===== config.mk =====
export PLATFORM = sky130hd
export DESIGN_NAME = serial_pattern_tx
export DESIGN_NICKNAME = d
export VERILOG_FILES = /design/src/rtl/serial_pattern_tx.sv
export SDC_FILE = /design/constraint.sdc
export NUM_CORES = 1
export LEC_CHECK = 0
export CORE_AREA = 2 2 56 58
export CTS_BUF_LIST = sky130_fd_sc_hd__clkbuf_8
export CTS_CLUSTER_DIAMETER = 100
export DETAILED_ROUTE_END_ITERATION = 10
export DIE_AREA = 0 0 58 60
export PLACE_DENSITY = 0.82
export SYNTH_ARGS = -nofsm -noshare
export SYNTH_HDL_FRONTEND = slang
export SYNTH_SLANG_ARGS = --single-unit

===== constraint.sdc =====
create_clock -name clock -period 3.4 [get_ports clock]
set_input_delay 0.68 -clock clock [delete_from_list [all_inputs] [get_ports clock]]
set_output_delay 0.68 -clock clock [all_outputs]
set_load 0.05 [all_outputs]

===== src/rtl/serial_pattern_tx.sv =====
// Serial pattern transmitter: takes parallel words over valid/ready and shifts
// them out MSB-first on a registered serial line. It also produces the 010/101
// completion flags a Mealy detector fed from this line should raise, plus
// saturating match counts, for bit-exact cross-checking of the detector.
module serial_pattern_tx #(
    parameter int unsigned WIDTH = 8
) (
    input  logic             clock,
    input  logic             reset_n,
    input  logic [WIDTH-1:0] data,
    input  logic             valid,
    output logic             ready,
    output logic             o,
    output logic             busy,
    output logic [1:0]       expect_flags,
    output logic [7:0]       count_010,
    output logic [7:0]       count_101
);

    localparam int unsigned BcW = (WIDTH > 1) ? $clog2(WIDTH) : 1;

    typedef enum logic [0:0] {StIdle, StShift} state_e;

    state_e           state_q, state_d;
    logic [WIDTH-1:0] sr_q, sr_d;
    logic [BcW-1:0]   bc_q, bc_d;
    logic             o_q, o_d;
    logic             h1_q, h2_q;
    logic [1:0]       hv_q, hv_d;
    logic [7:0]       count_010_q, count_010_d;
    logic [7:0]       count_101_q, count_101_d;
    logic             accept;

    // Ready depends only on state so a word can be accepted on the last-bit edge.
    always_comb begin
        ready  = (state_q == StIdle) || (bc_q == '0);
        accept = valid && ready;
    end

    // Shifter next-state: load on accept, shift while bits remain, else idle at 0.
    always_comb begin
        state_d = state_q;
        sr_d    = sr_q;
        bc_d    = bc_q;
        o_d     = 1'b0;
        if (accept) begin
            state_d = StShift;
            o_d     = data[WIDTH-1];
            sr_d    = data << 1;
            bc_d    = BcW'(WIDTH - 1);
        end else if (state_q == StShift && bc_q != '0) begin
            o_d  = sr_q[WIDTH-1];
            sr_d = sr_q << 1;
            bc_d = bc_q - BcW'(1);
        end else begin
            state_d = StIdle;
        end
    end

    // Expected detector flags; suppressed until two past line bits exist.
    always_comb begin
        expect_flags    = 2'b00;
        expect_flags[1] = (hv_q == 2'd2) && !h2_q && h1_q && !o_q;
        expect_flags[0] = (hv_q == 2'd2) && h2_q && !h1_q && o_q;
    end

    // Saturating match counters and history-valid counter.
    always_comb begin
        count_010_d = count_010_q;
        count_101_d = count_101_q;
        hv_d        = (hv_q == 2'd2) ? 2'd2 : hv_q + 2'd1;
        if (expect_flags[1] && count_010_q != 8'hFF) count_010_d = count_010_q + 8'd1;
        if (expect_flags[0] && count_101_q != 8'hFF) count_101_d = count_101_q + 8'd1;
    end

    // State register; history shifts every cycle, idle zeros included.
    always_ff @(posedge clock or negedge reset_n) begin
        if (!reset_n) begin
            state_q     <= StIdle;
            sr_q        <= '0;
            bc_q        <= '0;
            o_q         <= 1'b0;
            h1_q        <= 1'b0;
            h2_q        <= 1'b0;
            hv_q        <= 2'd0;
            count_010_q <= 8'd0;
            count_101_q <= 8'd0;
        end else begin
            state_q     <= state_d;
            sr_q        <= sr_d;
            bc_q        <= bc_d;
            o_q         <= o_d;
            h1_q        <= o_q;
            h2_q        <= h1_q;
            hv_q        <= hv_d;
            count_010_q <= count_010_d;
            count_101_q <= count_101_d;
        end
    end

    // Output drive.
    always_comb begin
        o         = o_q;
        busy      = (state_q == StShift);
        count_010 = count_010_q;
        count_101 = count_101_q;
    end

endmodule


==> After elaboration in Yosys (flattened, before gate mapping) <==
Index checks and enable logic that the tools add are counted.
{ "word_totals": {"regBits": 33, "input_bits": 11, "out_inout_bits": 21, "elab_cells": 44} }
{ "op_classes": {"add_sub_neg": 4, "eq_ne": 4, "muxes": 9, "bitwise": 1, "n_reduce_logical": 17} }
{ "ops": {"columns": ["operator", "n"], "rows": [
  ["adder 8 x 1 -> 8 bit, second input constant", 2],
  ["2-to-1 mux 8 bit", 2],
  ["!= test 8 bit, second input constant", 2],
  ["logical AND 1 bit", 10],
  ["2-to-1 mux 3 bit", 2],
  ["2-to-1 mux 1 bit", 4],
  ["logical NOT 1 bit", 3],
  ["logical NOT 3 bit", 1],
  ["nonzero test 3 bit", 1],
  ["subtractor 3 x 1 -> 3 bit, second input constant", 1],
  ["adder 2 x 1 -> 2 bit, second input constant", 1],
  ["== test 2 bit, second input constant", 1],
  ["2-to-1 mux 2 bit", 1],
  ["!= test 2 bit, second input constant", 1],
  ["nonzero test 2 bit", 1],
  ["logical OR 1 bit", 1],
  ["inverter 1 bit", 1]
]} }

==> Depth between registers and ports, before layout <==
{ "logic_depth": {"depth_word": 5, "mapped_depth": 7, "depth_no_buf": 6} }

==> Worst setup path after synthesis <==
OpenSTA, ideal clock, no wires.
{ "synth_timing": {"kind": "flip-flop to output port", "start": "register bc_q[0]", "end": "output port ready", "arrival_time_ns": 1.505, "required_ns": 2.720, "setup_slack_ns": 1.215, "path_stages_with_launch": 7, "path_buffers": 1, "path_cell_list": "dfrtp_1 inv_1 ha_1 ha_1 nor2b_1 clkbuf_1 inv_1"} }
{ "synth_via": {"elab_chain_len": 2} }
{ "synth_rtl": {"columns": ["item", "line", "source"], "rows": [
  ["start, declared", "26", "logic [BcW-1:0] bc_q, bc_d;"],
  ["start signal, assigned", "81", "bc_q <= '0;"],
  ["start signal, assigned", "91", "bc_q <= bc_d;"],
  ["logical NOT 3 bit", "36", "ready = (state_q == StIdle) || (bc_q == '0);"],
  ["logical OR 1 bit", "36", null],
  ["end, declared", "12", "output logic ready,"]
]} }
Every way passes these cells.

==> Worst setup path after layout <==
{ "layout_timing": {"start": "register hv_q[0]", "end": "output port expect_flags[0]"} }
{ "layout_via": {"elab_chain_len": 4} }
{ "layout_rtl": {"columns": ["item", "line", "source"], "rows": [
  ["start, declared", "29", "logic [1:0] hv_q, hv_d;"],
  ["start signal, assigned", "95", "hv_q <= hv_d;"],
  ["== test 2 bit", "64", "expect_flags[0] = (hv_q == 2'd2) && h2_q && !h1_q && o_q;"],
  ["logical AND 1 bit (3 in series)", "64", null],
  ["end, declared", "15", "output logic [1:0] expect_flags,"]
]} }
Every way passes these cells.

==> flow_summary.json <==
{
  "status": "completed",
  "worstPathArrival_ns": 2.09,
  "synth_area_um2": 1530,
  "tightest_slew_ns": 0.538,
  "syn2layout_area_growth_pct": 29.1,
  "crit_required_ns": 2.72,
  "maxSlewViolCount": 0,
  "synth_top_cells_by_count": "32 x dfrtp_1, 12 x nand2_1, 10 x inv_1, 8 x mux2i_1, 8 x o21ai_0",
  "cp-end-kind": "output pin",
  "finish.net_count": 192,
  "cts.repair.resized": 0,
  "synth-async-reset-ratio_pct": 100,
  "antenna_found_initial": 0,
  "tns_ns": 0,
  "crit_path_start_kind": "flop",
  "cp_slowest_stage_delay_ns": 0.81,
  "io_buffers": 31,
  "initial_core_util_pct": 52.5,
  "hold_viol": 0,
  "yosysMostFrequentCell": "dfrtp_1",
  "hold_path.class": "flop to flop",
  "fp.dieW_um": 58,
  "drt_wl_total_um": 2720,
  "path_clk_slew_ns": 0.06,
  "grt_pass1_vias": 1077,
  "rsz0062_at_grt": "false",
  "crit_path_cell_trace": "inv_1 > ha_1 > nand4b_2 > inv_2 > clkdlybuf4s50_1",
  "synth_seq_cells": 32,
  "regToRegEndpoint": "count_010[1]$_DFFE_PN0P_",
  "drtIter0Drc": 48,
  "cts_setup_buffers": 0,
  "dieArea_um2": 3480,
  "first_pass_iters": 4,
  "h-tree-depth": 2,
  "synth_edf_count": 0,
  "crit_path_top_delay_cell": "clkdlybuf4s50_1",
  "core_um2": 2900,
  "finalSetupViolCount": 0,
  "n_antenna_cell": 0,
  "cp-startpoint": "hv_q[0]$_DFF_PN0_",
  "rows": 20,
  "maxCapViolations": 0,
  "num_vias": 1150,
  "hpwl_um": 2000,
  "ant_nets": 0,
  "synth_seq_area_share_pct": 52.5,
  "boundaryPins": 32,
  "syn-instance-count": 138,
  "wl_per_cell_um": 13.0,
  "grt.total_usage_pct": 18.5,
  "worst_r2r_path_depth": 4,
  "path_class": "flop to output pin",
  "cts_buffers": 5,
  "die_h_um": 60,
  "synth_area_leaders": "dfrtp_1 53%, mux2i_1 5.3%, ha_1 4.9%",
  "synth_area_leader_cell": "dfrtp_1",
  "drive_gt1_share_pct": 12.5,
  "clock-root-buffer": "clkbuf_8",
  "synth_nets": 155,
  "ir_worst_vdd_v": 0.000599,
  "clkLatencyLatePin_ns": 0.28,
  "endpoint": "expect_flags[0]",
  "period_minus_slack_ns": 2.77,
  "power.density_nw_per_um2": 790,
  "max_freq_mhz": 361,
  "grt_overflow_total": 0,
  "slew_headroom_pct": 64.0,
  "post_drt_via_cell_ratio": 5.50,
  "hold_buffers": 0,
  "cts_sinks": 32,
  "ys.flop_type": "dfrtp_1",
  "grt_pass1_wl_um": 4710,
  "leakage_nw": 0.895,
  "cts.path.max_buffers": 2,
  "yosys_warnings": 0,
  "synth.top_cell.area_share_pct": 52.5,
  "critical_path_peak_fanout": 5,
  "place_area_um2": 1880,
  "grt_max_degree": 33,
  "clock_skew_ns": 0.00474,
  "r2r_start": "count_010[0]$_DFFE_PN0P_",
  "synth.avg_cell_area_um2": 11.1,
  "synth_cell_types": 32,
  "cts_tree": "built",
  "place_congestion": 0.880,
  "period_share_pct": 81.5,
  "rrSetupSlack_ns": 1.76,
  "remaining_drc_errors": 0,
  "final_area_um2": 1970
}
## worst min path at each step
stage                        start                  end  depth (start not counted)
global route           o$_DFF_PN0_       h1_q$_DFF_PN0_                          0
CTS                    o$_DFF_PN0_       h1_q$_DFF_PN0_                          0
floorplan                  reset_n  bc_q[0]$_DFFE_PN0P_                          0
global placement    h1_q$_DFF_PN0_       h2_q$_DFF_PN0_                          0
detailed placement  h1_q$_DFF_PN0_       h2_q$_DFF_PN0_                          0
finish                 o$_DFF_PN0_       h1_q$_DFF_PN0_                          0
## registers in the layout, indices dropped and copies added, names as in the netlist
name / cells
count_101: 8
h1_q: 1
bc_q: 3
count_010: 8
busy: 1
hv_q: 2
o: 1
h2_q: 1
sr_q: 7
## final cells by class
class                           count  area, µm²
Sequential cell                    32        801
Clock inverter                      2       7.51
Fill cell                         218        933
Inverter                           12       45.0
Clock buffer                        6       82.6
Timing Repair Buffer               33        325
Multi-Input combinational cell     91        667
Tap cell                           33       41.3
## routing by layer
metal | vias to the layer above | wire, µm | track usage, %
met2 | 30 | 1310 | 28.6
met5 | - | 0 | 0
met1 | 556 | 1210 | 22.2
met4 | 0 | 59 | 10.3
met3 | 6 | 140 | 7.14
li1 | 558 | - | -
## layout by cell type (no fill, tap or decap), drive strengths merged, types with 4 or more instances in the layout
| cell | instances |
|---|---|
| a21oi | 6 |
| and3 | 4 |
| clkbuf | 6 |
| clkdlybuf4s50 | 31 |
| dfrtp | 32 |
| ha | 6 |
| inv | 14 |
| mux2 | 7 |
| mux2i | 8 |
| nand2 | 12 |
| nand3 | 4 |
| nor2 | 4 |
| nor3 | 7 |
| o21ai | 9 |
## logic make-up (layout without fill, tap and decap cells)
logic type               count (synthesis)  count (layout)  synth area share (%)
AND/OR/NAND/NOR                         42              42                  15.8
multiplexers                            15              15                  10.7
buffers and inverters                   15              53                  3.77
flip-flops                              32              32                  52.5
XOR/XNOR                                 5               5                  2.87
adder cells (fa/ha/maj)                  6               6                  4.92
AO/OA/AOI/OAI                           23              23                  9.43
## power by group
part	switching, mW	total, mW	internal, mW
clock	0.132	0.290	0.159
sequential	0.108	0.601	0.493
combinational	0.412	0.664	0.252
total	0.652	1.56	0.904
## critical path, delay by kind of cell, from the launching register on
kind | cells | cell delay [ns]
AND/OR/NAND/NOR | 1 | 0.19
adder cells (fa/ha/maj) | 1 | 0.24
flip-flops | 1 | 0.36
buffers and inverters | 3 | 1.03
## per-stage QoR
stage          hold slack [ns]  power, mW  std cells  util [%]  setup WS (ns)
6_report                 0.458       1.56        209      67.8          0.630
5_1_grt                  0.475       1.66        209      67.8          0.536
4_1_cts                  0.465       1.57        209      67.8          0.621
3_5_place_dp             0.440       1.28        201      64.7          0.929
3_3_place_gp             0.434       1.25        201      64.7          0.962
2_1_floorplan            0.384       1.05        138         -           1.22
Power figures use the tool's default switching activity.
